==> src/rtl/tcb_lib_misaligned_splitter.sv <==
// rtl/tcb_lib_misaligned_splitter.sv - unaligned TCB manager to aligned byte-enable TCB subordinate bridge
module tcb_lib_misaligned_splitter #(
  parameter int unsigned ABW = 32,
  parameter int unsigned DBW = 32,
  parameter int unsigned DLY = 1
)(
  input  logic             clk,
  input  logic             rst,
  input  logic             man_vld,
  output logic             man_rdy,
  input  logic             man_wen,
  input  logic [ABW-1:0]   man_adr,
  input  logic [1:0]       man_siz,
  input  logic [DBW-1:0]   man_wdt,
  output logic [DBW-1:0]   man_rdt,
  output logic             man_err,
  output logic             man_rvl,
  output logic             sub_vld,
  input  logic             sub_rdy,
  output logic             sub_wen,
  output logic [ABW-1:0]   sub_adr,
  output logic [DBW/8-1:0] sub_byt,
  output logic [DBW-1:0]   sub_wdt,
  input  logic [DBW-1:0]   sub_rdt,
  input  logic             sub_err
);

  if (DBW != 32) begin : g_dbw_chk
    $error("tcb_lib_misaligned_splitter: DBW must be 32");
  end
  if ((DLY < 1) || (DLY > 4)) begin : g_dly_chk
    $error("tcb_lib_misaligned_splitter: DLY must be in 1..4");
  end

  typedef struct packed {
    logic       v;
    logic       last;
    logic       split;
    logic [1:0] off;
    logic [1:0] siz;
    logic [3:0] byt;
  } tag_t;

  logic [1:0]     off;
  logic [3:0]     msk;
  logic [7:0]     full;
  logic           split;
  logic           last;
  logic           sub_hs;
  logic           phase;
  logic           phase_nxt;
  logic [ABW-1:0] adr_aln;
  logic [63:0]    wdt_dup;
  tag_t           tag_in;
  tag_t           tags [DLY];
  tag_t           tag_out;
  logic [31:0]    hold_rdt;
  logic           hold_err;
  logic [31:0]    merged;
  logic [63:0]    rdt_dup;
  logic [31:0]    rdt_msk;

  assign off     = man_adr[1:0];
  assign full    = {4'b0000, msk} << off;
  assign split   = |full[7:4];
  assign last    = phase | ~split;
  assign sub_hs  = man_vld & sub_rdy;
  assign adr_aln = {man_adr[ABW-1:2], 2'b00};
  assign wdt_dup = {man_wdt, man_wdt} << {off, 3'b000};
  assign tag_out = tags[DLY-1];

  // byte mask of the transfer size, before lane placement
  always_comb begin
    case (man_siz)
      2'd0:    msk = 4'b0001;
      2'd1:    msk = 4'b0011;
      default: msk = 4'b1111;
    endcase
  end

  // phase register: 0 = single or first part, 1 = second part of a split
  always_ff @(posedge clk or posedge rst) begin
    if (rst) phase <= 1'b0;
    else     phase <= phase_nxt;
  end

  // next phase: a handshake on the first part of a split moves to the second part
  always_comb begin
    phase_nxt = phase;
    if (sub_hs) begin
      if (phase)      phase_nxt = 1'b0;
      else if (split) phase_nxt = 1'b1;
    end
  end

  // request outputs; manager is only acknowledged on the last part
  always_comb begin
    sub_vld = man_vld;
    sub_wen = man_wen;
    sub_wdt = wdt_dup[63:32];
    if (phase) begin
      sub_adr = adr_aln + ABW'(4);
      sub_byt = full[7:4];
      man_rdy = sub_rdy;
    end else begin
      sub_adr = adr_aln;
      sub_byt = full[3:0];
      man_rdy = sub_rdy & ~split;
    end
  end

  // tag describing the current subordinate transfer
  always_comb begin
    tag_in       = '0;
    tag_in.v     = sub_hs;
    tag_in.last  = last;
    tag_in.split = split;
    tag_in.off   = off;
    tag_in.siz   = man_siz;
    tag_in.byt   = full[3:0];
  end

  // tag pipeline aligned with the subordinate response delay
  always_ff @(posedge clk or posedge rst) begin
    if (rst) begin
      for (int i = 0; i < DLY; i++) tags[i] <= '0;
    end else begin
      tags[0] <= tag_in;
      for (int i = 1; i < DLY; i++) tags[i] <= tags[i-1];
    end
  end

  // park the first-part response until the second part returns
  always_ff @(posedge clk or posedge rst) begin
    if (rst) begin
      hold_rdt <= '0;
      hold_err <= 1'b0;
    end else if (tag_out.v && !tag_out.last) begin
      hold_rdt <= sub_rdt;
      hold_err <= sub_err;
    end
  end

  // merge both parts, right-align to the byte offset and mask to size
  always_comb begin
    merged = sub_rdt;
    if (tag_out.split) begin
      for (int i = 0; i < 4; i++) begin
        if (tag_out.byt[i]) merged[8*i +: 8] = hold_rdt[8*i +: 8];
      end
    end
    rdt_dup = {merged, merged} >> {tag_out.off, 3'b000};
    case (tag_out.siz)
      2'd0:    rdt_msk = 32'h0000_00FF;
      2'd1:    rdt_msk = 32'h0000_FFFF;
      default: rdt_msk = 32'hFFFF_FFFF;
    endcase
    man_rvl = tag_out.v & tag_out.last;
    man_rdt = man_rvl ? (rdt_dup[31:0] & rdt_msk) : '0;
    man_err = man_rvl & (sub_err | (tag_out.split & hold_err));
  end

  // size code 3 has no meaning on a 32-bit bus
  always @(posedge clk) begin
    if (!rst && man_vld) assert (man_siz != 2'd3);
  end

endmodule

==> config.mk <==
export PLATFORM = sky130hd
export DESIGN_NAME = tcb_lib_misaligned_splitter
export DESIGN_NICKNAME = d
export VERILOG_FILES = /design/src/rtl/tcb_lib_misaligned_splitter.sv
export SDC_FILE = /design/constraint.sdc
export NUM_CORES = 1
export LEC_CHECK = 0
export BUFFER_PORTS_ARGS = -buffer_cell sky130_fd_sc_hd__clkbuf_2
export CAP_MARGIN = 20
export CORE_ASPECT_RATIO = 0.8
export CORE_MARGIN = 8
export CORE_UTILIZATION = 35
export CTS_CLUSTER_DIAMETER = 150
export CTS_CLUSTER_SIZE = 30
export DETAILED_ROUTE_END_ITERATION = 16
export GPL_ROUTABILITY_DRIVEN = 0
export PLACE_DENSITY = 0.67
export SETUP_SLACK_MARGIN = 0.05
export SYNTH_ARGS = -nofsm -noshare
export SYNTH_HDL_FRONTEND = slang
export SYNTH_SLANG_ARGS = --single-unit
==> constraint.sdc <==
create_clock -name clk -period 2.6 [get_ports clk]
set_input_delay 0.52 -clock clk [delete_from_list [all_inputs] [get_ports clk]]
set_output_delay 0.52 -clock clk [all_outputs]
set_load 0.02 [all_outputs]
==> reports/metrics.yaml, run 1 <==
clock_network:
  cts_tree: "done"
  cts_num_sinks: 45
  clk_pin_slew_worst_paths_ns: 0.07
  cts_hold_buf: 0
  htreeDepth: 2
  clock_latency_ns: 0.30
  cts_buffer_depth: 2
  cts_buffers: 5
  clockRootBuffer: "clkbuf_16"
sta:
  drv_slew: 0
  post-route-period-util_pct: 97.4
  skew_ns: 0.00405
  rsz0062_at_grt: "true"
  worstMarginPinSlew_ns: 0.613
  slew_headroom_pct: 58.8
  setup_ws_ns: 0.0667
  final_hold_viol_count: 0
  post-route-min-period_ns: 2.53
  timing.fmax_mhz: 395
  setup_viol: 0
  whs_ns: 0.224
global_routing:
  grt-ovfl-total: 0
  grtUsageTotal_pct: 17.2
  antenna_found_initial: 0
  grt_pass1_wl_um: 22200
  grt_pass1_vias: 4222
  grt_max_degree: 35
layout:
  final_common_cell: "clkbuf_2"
  fin_cells: 728
  design_area_mm2: 0.00578
  fin_util_pct: 48.1
  final_cell_mix: "clkbuf_2 (199), mux2i_1 (61), dfrtp_1 (42)"
  n_antenna_cell: 0
  nets: 680
  drive_above_1_share_pct: 57.5
  area.growth.synth_to_final_pct: 35.4
route:
  drt_first_pass_iters: 5
  wirelength_um: 14100
  wl_per_cell_um: 19.3
  dr_total_vias: 4042
  postRouteAntennaNets: 0
  drtIter0Drc: 280
  drc: 0
  viasPerCell: 5.55
placement:
  numPortBuffers: 204
  hpwl_um: 11600
  post-place-ws_ns: -0.0140
  dp.cells: 715
  dpl-instance-area_mm2: 0.00551
floorplanning:
  die_y_um: 115
  ios: 209
  die_w_um: 140
  rows: 36
  dieArea_mm2: 0.0160
  initial_core_util_pct: 35.5
  core_mm2: 0.0120
synthesis:
  ys_warn_count: 0
  synth_seq_area_share_pct: 26.4
  synth_cells: 368
  ys_ff_latch: 45
  syn_area_mm2: 0.00427
  yosys.cell_types.count: 33
  syn-mean-instance-area_um2: 11.6
worst_setup_path:
  end_kind: "output pin"
  worstSetupPathType: "reg -> out"
  startpoint_type: "flip-flop"
  worst-path-max-fanout: 8
  cp.required_ns: 2.08
  arrival_ns: 2.01
pwr:
  power.density_mw_per_mm2: 480
  power_leakage_nw: 2.85
  irDropWorstVdd_mv: 0.256
min_path:
  hold_class: "in -> async"
flow_run:
  cap_violations: 0
status:
  outcome: "finished, final reports clean"
-- metal layers --
layer,up-vias,global-route usage [%],wire length [um]
li1,1834,-,-
met5,-,0,0
met2,164,29.1,7010
met1,2023,20.9,5680
met4,0,3.79,206
met3,21,5.68,1180
-- power breakdown --
part	switching (W)	internal [W]
clock network	0.000282	0.000358
logic	0.000620	0.000546
registers	0.0000937	0.000876
total	0.000996	0.00178
-- per-stage QoR --
step	setup TNS, ns	power, W
6_report	0	0.00278
5_1_grt	-0.0271	0.00294
4_1_cts	0	0.00276
3_5_place_dp	-0.0140	0.00211
3_3_place_gp	0	0.00207
2_1_floorplan	0	0.00172
-- state kept, by name (all words and copies together), names as in the netlist --
name	cells
tag_out	11
hold_rdt	32
hold_err	1
phase	1
-- what timing repair did --
| action | CTS | global route |
|---|---|---|
| setup buffers | 0 | 5 |
| pin swaps | 1 | 2 |
| setup endpoints to repair | 27 | 37 |
| resized for setup | 6 | 17 |
-- Yosys cell counts (all sizes together) --
| library cell | n | share of area, % |
|---|---|---|
| nor4 | 3 | 1.1 |
| nand3 | 11 | 1.3 |
| xnor2 | 22 | 4.5 |
| nor3b | 3 | 0.64 |
| and4 | 4 | 0.82 |
| mux2i | 67 | 16 |
| and2 | 4 | 0.59 |
| inv | 5 | 0.44 |
| nor3 | 4 | 0.47 |
| o21ai | 4 | 0.47 |
| nand4 | 11 | 2.1 |
| dfrtp | 45 | 26 |
| conb | 1 | 0.088 |
| nor2 | 19 | 1.7 |
| mux4 | 40 | 21 |
| nand2b | 2 | 0.29 |
| ha | 1 | 0.29 |
| mux2 | 34 | 9.0 |
| a21oi | 3 | 0.35 |
| clkbuf | 9 | 0.79 |
| buf | 21 | 2.8 |
| and3 | 6 | 0.88 |
| a21o | 1 | 0.18 |
| nand2 | 17 | 1.7 |
| xor2 | 7 | 1.4 |
| a22o | 24 | 4.9 |
-- path summary, 6_finish.rpt --
kind                              start           end  slack [ns]  cells past startpoint
setup reg to reg            tag_out[10]   hold_rdt[5]        1.25                      3
min in group clk             man_siz[0]    tag_out[4]        0.42                      1
setup / recovery             tag_out[8]   man_rdt[11]        0.07                      6
max in group asynchronous           rst         phase        1.81                      3
hold / removal                      rst  hold_rdt[19]        0.22                      2
hold reg to reg            hold_rdt[31]  hold_rdt[31]        0.50                      1
-- cell type report --
class / count / area, um^2
Inverter: 5 / 18.8
Clock buffer: 5 / 125
Timing Repair Buffer: 229 / 1250
Tap cell: 152 / 190
Multi-Input combinational cell: 289 / 3050
Fill cell: 1087 / 6240
Clock inverter: 3 / 22.5
Sequential cell: 45 / 1130
-- worst max-delay path, stage by stage (launching register included) --
cell	delay, ns
dfrtp_2	0.41
buf_12	0.15
nand2_4	0.16
mux2i_2	0.38
mux2i_1	0.18
a22o_1	0.26
clkbuf_2	0.16
-- logic make-up after synthesis --
| group | count (synthesis) | share of synthesized area [%] |
|---|---|---|
| other | 1 | 0.0878 |
| buffers and inverters | 35 | 4.01 |
| and+or+nand+nor | 84 | 11.6 |
| muxes | 141 | 45.8 |
| AOI/OAI and AO/OA | 32 | 5.92 |
| xor gates and xnor gates | 29 | 5.95 |
| DFF | 45 | 26.4 |
| adders and majority gates | 1 | 0.293 |
(Power assumes the default switching activity.)
==> run 2: changes to the inputs <==
--- a/config.mk
+++ b/config.mk
@@ -14,7 +14,6 @@
 export CTS_CLUSTER_SIZE = 30
 export DETAILED_ROUTE_END_ITERATION = 16
 export GPL_ROUTABILITY_DRIVEN = 0
-export PLACE_DENSITY = 0.67
 export SETUP_SLACK_MARGIN = 0.05
 export SYNTH_ARGS = -nofsm -noshare
 export SYNTH_HDL_FRONTEND = slang
==> constraint.sdc (replaced) <==
create_clock -name clk -period 3 [get_ports clk]
set_input_delay 0.6 -clock clk [delete_from_list [all_inputs] [get_ports clk]]
set_output_delay 0.6 -clock clk [all_outputs]
set_load 0.02 [all_outputs]
==> run 2 against run 1 <==
  * Critical path depth grew 1
  * First-iteration DRC count shrank 15%
  * Routed wire length shrank 3.2%
  * Utilization shrank 0.99 points
  * Sequential share of layout area grew 0.37 points
  * Via count shrank 2.9%
  * Final cell count shrank 1.4%
  * Non-clock buffer count shrank 10
  * Sequential power shrank 13%
  * Clock skew shrank 0.00081 ns
  * Critical endpoint is now sub_adr[24]
==> reports/metrics.yaml, run 2 (synthesis gave the netlist of run 1 again) <==
status:
  outcome: "finished, final reports clean"
worst_setup_path:
  cp.required_ns: 2.40
  worstPathCellList: "clkbuf_2, ha_1, nand4_2, nor4_4, nand4_1, xnor2_1, clkbuf_2"
  worstSetupPathType: "in -> out"
  arrival_ns: 2.18
  rrSetupSlack_ns: 1.60
  crit_slowest_cell: "nor4_4"
  end_kind: "output pin"
  rr_startpoint: "tag_out[10]"
  r2r_end: "hold_rdt[9]"
  path_common_cell: "clkbuf_2"
  cpPeakStageDelay_ns: 0.41
  startpoint_type: "primary input"
  worst-path-max-fanout: 8
  r2r_cells: 3
clock_network:
  cts_buffers: 5
  cts_tree: "done"
  cts_hold_buf: 0
  clk_pin_slew_worst_paths_ns: 0.07
  post_cts_resize_count: 0
  clock_latency_ns: 0.29
  cts_buffer_depth: 2
  htreeDepth: 2
  cts_num_sinks: 45
  clockRootBuffer: "clkbuf_16"
pwr:
  combPwrFrac_pct: 39.4
  irDropWorstVdd_mv: 0.259
  power_switching_w: 0.000835
  p_seq_share_pct: 34.5
  total_power_w: 0.00244
  p_int_w: 0.00160
  p_sw_share_pct: 34.2
  power_leakage_nw: 2.83
  p_clk_share_pct: 26.0
  power.density_mw_per_mm2: 431
route:
  wirelength_um: 13600
  postRouteAntennaNets: 0
  dr_total_vias: 3924
  wl_per_cell_um: 19.0
  drt_first_pass_iters: 4
  drtIter0Drc: 239
  viasPerCell: 5.47
  drc: 0
sta:
  slew_headroom_pct: 62.2
  drv_slew: 0
  timing.setup.tns_ns: 0
  post-route-period-util_pct: 92.7
  setup_viol: 0
  timing.fmax_mhz: 359
  post-route-min-period_ns: 2.78
  final_hold_viol_count: 0
  rsz0062_at_grt: "false"
  skew_ns: 0.00324
  worstMarginPinSlew_ns: 0.562
flow_run:
  cap_violations: 0
floorplanning:
  ios: 209
  die_y_um: 115
  dieArea_mm2: 0.0160
  initial_core_util_pct: 35.5
  die_w_um: 140
  rows: 36
  core_mm2: 0.0120
layout:
  drive_above_1_share_pct: 54.9
  final_common_cell: "clkbuf_2"
  fin_util_pct: 47.1
  final_cell_mix: "clkbuf_2 (204), mux2i_1 (67), dfrtp_1 (44)"
  n_antenna_cell: 0
  fillers: 1134
  area.growth.synth_to_final_pct: 32.6
  top_register: "hold_rdt"
  largest_reg_flops: 32
  nets: 670
global_routing:
  grt_max_degree: 46
  grt_pass1_vias: 4144
  antenna_found_initial: 0
  grtUsageTotal_pct: 16.4
  grt-ovfl-total: 0
  grt_pass1_wl_um: 21100
placement:
  hpwl_um: 11100
  numPortBuffers: 204
min_path:
  hold_class: "in -> async"
run 2: layout make-up:
cell class | count | area (um^2) | share of cell area (%)
Sequential cell | 45 | 1130 | 19.9
Inverter | 5 | 18.8 | 0.331
Multi-Input combinational cell | 289 | 2980 | 52.6
Tap cell | 152 | 190 | 3.36
Timing Repair Buffer | 219 | 1180 | 20.9
Clock buffer | 6 | 129 | 2.27
Clock inverter | 2 | 38.8 | 0.685
run 2: how the worst max path moves through the flow:
stage	start	end	slack (ns)
after floorplan	man_adr[2]	sub_adr[22]	0.44
after global placement	man_adr[2]	sub_adr[24]	0.21
after detailed placement	man_adr[2]	sub_adr[24]	0.09
after CTS	man_adr[2]	sub_adr[24]	0.09
after global routing	phase	sub_adr[24]	0.06
final	man_adr[2]	sub_adr[24]	0.22
run 2: timing repair:
item / 4_1_cts / 5_1_grt
buffers inserted: 0 / 2
hold endpoints to repair: 0 / 0
endpoints found under the setup margin: 0 / 8
run 2: power groups by stage:
stage	registers [W]	clock network, W	logic (W)
floorplan	0.000819	0	0.000673
global placement	0.000842	0	0.000940
detailed placement	0.000851	0	0.000968
CTS	0.000841	0.000657	0.000969
global route	0.000862	0.000678	0.00104
finish	0.000842	0.000635	0.000962
run 2: layer usage:
layer / up-vias / global-route usage (%) / part of all wire (%)
met5: - / 0 / 0
met2: 142 / 29.0 / 50
met4: 0 / 5.18 / 2.3
li1: 1820 / - / -
met1: 1941 / 18.2 / 39
met3: 21 / 5.77 / 9.0
run 2: worst max-delay path: cells and delay by family:
kind / cells / cell delay [ns]
adders and majority gates: 1 / 0.24
buffers and inverters: 2 / 0.34
and+or+nand+nor: 3 / 0.79
xor gates and xnor gates: 1 / 0.20
run 2: metrics by stage:
stage	setup slack [ns]	area [um^2]	hold WS, ns	instances
after floorplan	0.441	4280	0.479	369
after global placement	0.212	5460	0.485	706
after detailed placement	0.0934	5460	0.492	707
after CTS	0.0918	5630	0.488	715
after global routing	0.0554	5670	0.135	718
final	0.218	5670	0.142	718
==> run 3: changes to the inputs <==
==> constraint.sdc (replaced) <==
create_clock -name clk -period 3.2 [get_ports clk]
set_input_delay 0.64 -clock clk [delete_from_list [all_inputs] [get_ports clk]]
set_output_delay 0.64 -clock clk [all_outputs]
set_load 0.02 [all_outputs]
==> run 3 against run 2 <==
  * Clock power fell by 18%
  * Final area is 1.1% lower
  * Critical path type unchanged
  * Largest power group unchanged
  * Hold slack gained 0.36 ns
  * Sequential share of layout area rose by 0.22 points
  * Non-clock buffer count down 4
  * Flip-flop and latch count stayed put
  * Critical endpoint unchanged
  * Register-to-register slack gained 0.25 ns
==> reports/metrics.yaml, run 3 (synthesis gave the netlist of run 1 again) <==
status:
  outcome: "finished, final reports clean"
worst_setup_path:
  cp-startpoint: "man_adr[2]"
  path_buf_inv: 2
  cp_top_family: "simple AND/OR/NAND/NOR gates"
  startpoint_type: "primary input"
  cp.required_ns: 2.56
  arrival_ns: 2.22
  cpPeakStageDelay_ns: 0.40
  crit_slowest_cell: "nor4_4"
  rr_startpoint: "tag_out[10]"
  path_common_cell: "clkbuf_2"
  worstSetupPathType: "in -> out"
  worstPathCellList: "clkbuf_2, ha_1, nand4_2, nor4_4, nand4_1, xnor2_1, clkbuf_2"
  worst-path-max-fanout: 8
  end_kind: "output pin"
floorplanning:
  core_mm2: 0.0120
  die_y_um: 115
  rows: 36
  ios: 209
  die_w_um: 140
  dieArea_mm2: 0.0160
  initial_core_util_pct: 35.5
sta:
  rsz0062_at_grt: "false"
  drv_slew: 0
  skew_ns: 0.00527
  timing.fmax_mhz: 349
  final_hold_viol_count: 0
  timing.setup.tns_ns: 0
  setup_viol: 0
  slew_headroom_pct: 36.6
  post-route-period-util_pct: 89.5
  post-route-min-period_ns: 2.86
  worstMarginPinSlew_ns: 0.950
pwr:
  power_switching_w: 0.000783
  p_seq_share_pct: 35.7
  total_power_w: 0.00220
  p_int_w: 0.00142
  power_leakage_nw: 2.79
  irDropWorstVdd_mv: 0.236
  p_sw_share_pct: 35.5
  p_clk_share_pct: 23.7
  combPwrFrac_pct: 40.6
  power.density_mw_per_mm2: 393
route:
  wirelength_um: 13300
  drtIter0Drc: 163
  dr_total_vias: 3900
  drt_first_pass_iters: 4
  postRouteAntennaNets: 0
  wl_per_cell_um: 18.6
  drc: 0
  viasPerCell: 5.46
placement:
  numPortBuffers: 204
  hpwl_um: 10800
clock_network:
  clock_latency_ns: 0.29
  htreeDepth: 2
  cts_hold_buf: 0
  cts_buffer_depth: 2
  clk_pin_slew_worst_paths_ns: 0.07
  cts_tree: "done"
  cts_num_sinks: 45
  clockRootBuffer: "clkbuf_16"
  cts_buffers: 5
  post_cts_resize_count: 0
  cts_setup_buffers: 0
layout:
  final_common_cell: "clkbuf_2"
  fillers: 1147
  drive_above_1_share_pct: 54.8
  n_antenna_cell: 0
  area.growth.synth_to_final_pct: 31.2
  nets: 666
  largest_reg_flops: 32
  top_register: "hold_rdt"
  final_cell_mix: "clkbuf_2 (204), mux2i_1 (67), dfrtp_1 (44)"
flow_run:
  cap_violations: 0
global_routing:
  grt_pass1_vias: 4066
  grt-ovfl-total: 0
  grt_max_degree: 46
  grtUsageTotal_pct: 15.9
  antenna_found_initial: 0
  grt_pass1_wl_um: 20600
min_path:
  hp-start: "hold_rdt[4]"
  hold_class: "reg -> reg"
## run 3: changes by cell type in the layout (fill, tap and decap cells not counted)
cell,change
clkbuf_1,-1
clkinv_4,+1
clkbuf_4,+1
clkinv_2,+1
buf_12,-1
bufinv_16,-1
buf_4,-4
## run 3: worst register-to-register path: stages (launching register included)
cell,delay (ns)
dfrtp_1,0.38
nand2b_1,0.07
buf_4,0.39
mux2_2,0.41
## run 3: power groups by stage
stage / Clock, W / Combinational (W) / Sequential [W]
after floorplan: 0 / 0.000631 / 0.000767
after global placement: 0 / 0.000881 / 0.000789
after detailed placement: 0 / 0.000902 / 0.000797
after CTS: 0.000534 / 0.000907 / 0.000786
after global routing: 0.000558 / 0.000968 / 0.000806
final: 0.000523 / 0.000895 / 0.000786
## run 3: final cells by class
class	count	area, um^2	share of cell area [%]
repair buffers	215	1140	20.4
flip-flops and latches	45	1130	20.1
inverters	5	18.8	0.335
well taps	152	190	3.39
clock buffers	5	125	2.23
multi-input cells	289	2980	53.1
clock inverters	3	22.5	0.402
## run 3: worst paths after layout
check,endpoint,slack (ns),cells past startpoint
worst max-delay path,sub_adr[24],0.34,7
worst min-delay path,hold_rdt[4],0.50,1
worst max register to register,hold_rdt[19],1.85,3
worst min register to register,hold_rdt[4],0.50,1
max in group asynchronous,tag_out[6],2.00,2
min in group asynchronous,hold_rdt[17],0.54,2
## run 3: routing by layer
layer / global-route usage [%] / part of all wire (%) / up-vias
met5: 0 / 0 / -
met3: 4.90 / 7.4 / 17
met4: 4.08 / 1.8 / 0
met2: 28.1 / 50 / 132
li1: - / - / 1815
met1: 18.4 / 41 / 1936
## run 3: through the flow
| stage | instances | area (um^2) | hold WS (ns) | util, % | setup slack (ns) |
|---|---|---|---|---|---|
| after detailed placement | 705 | 5450 | 0.492 | 45.3 | 0.212 |
| after CTS | 713 | 5600 | 0.508 | 46.5 | 0.209 |
| after floorplan | 369 | 4280 | 0.479 | - | 0.561 |
| after global placement | 705 | 5450 | 0.486 | 45.3 | 0.327 |
| final | 714 | 5600 | 0.504 | 46.6 | 0.336 |
| after global routing | 714 | 5600 | 0.524 | 46.6 | 0.158 |
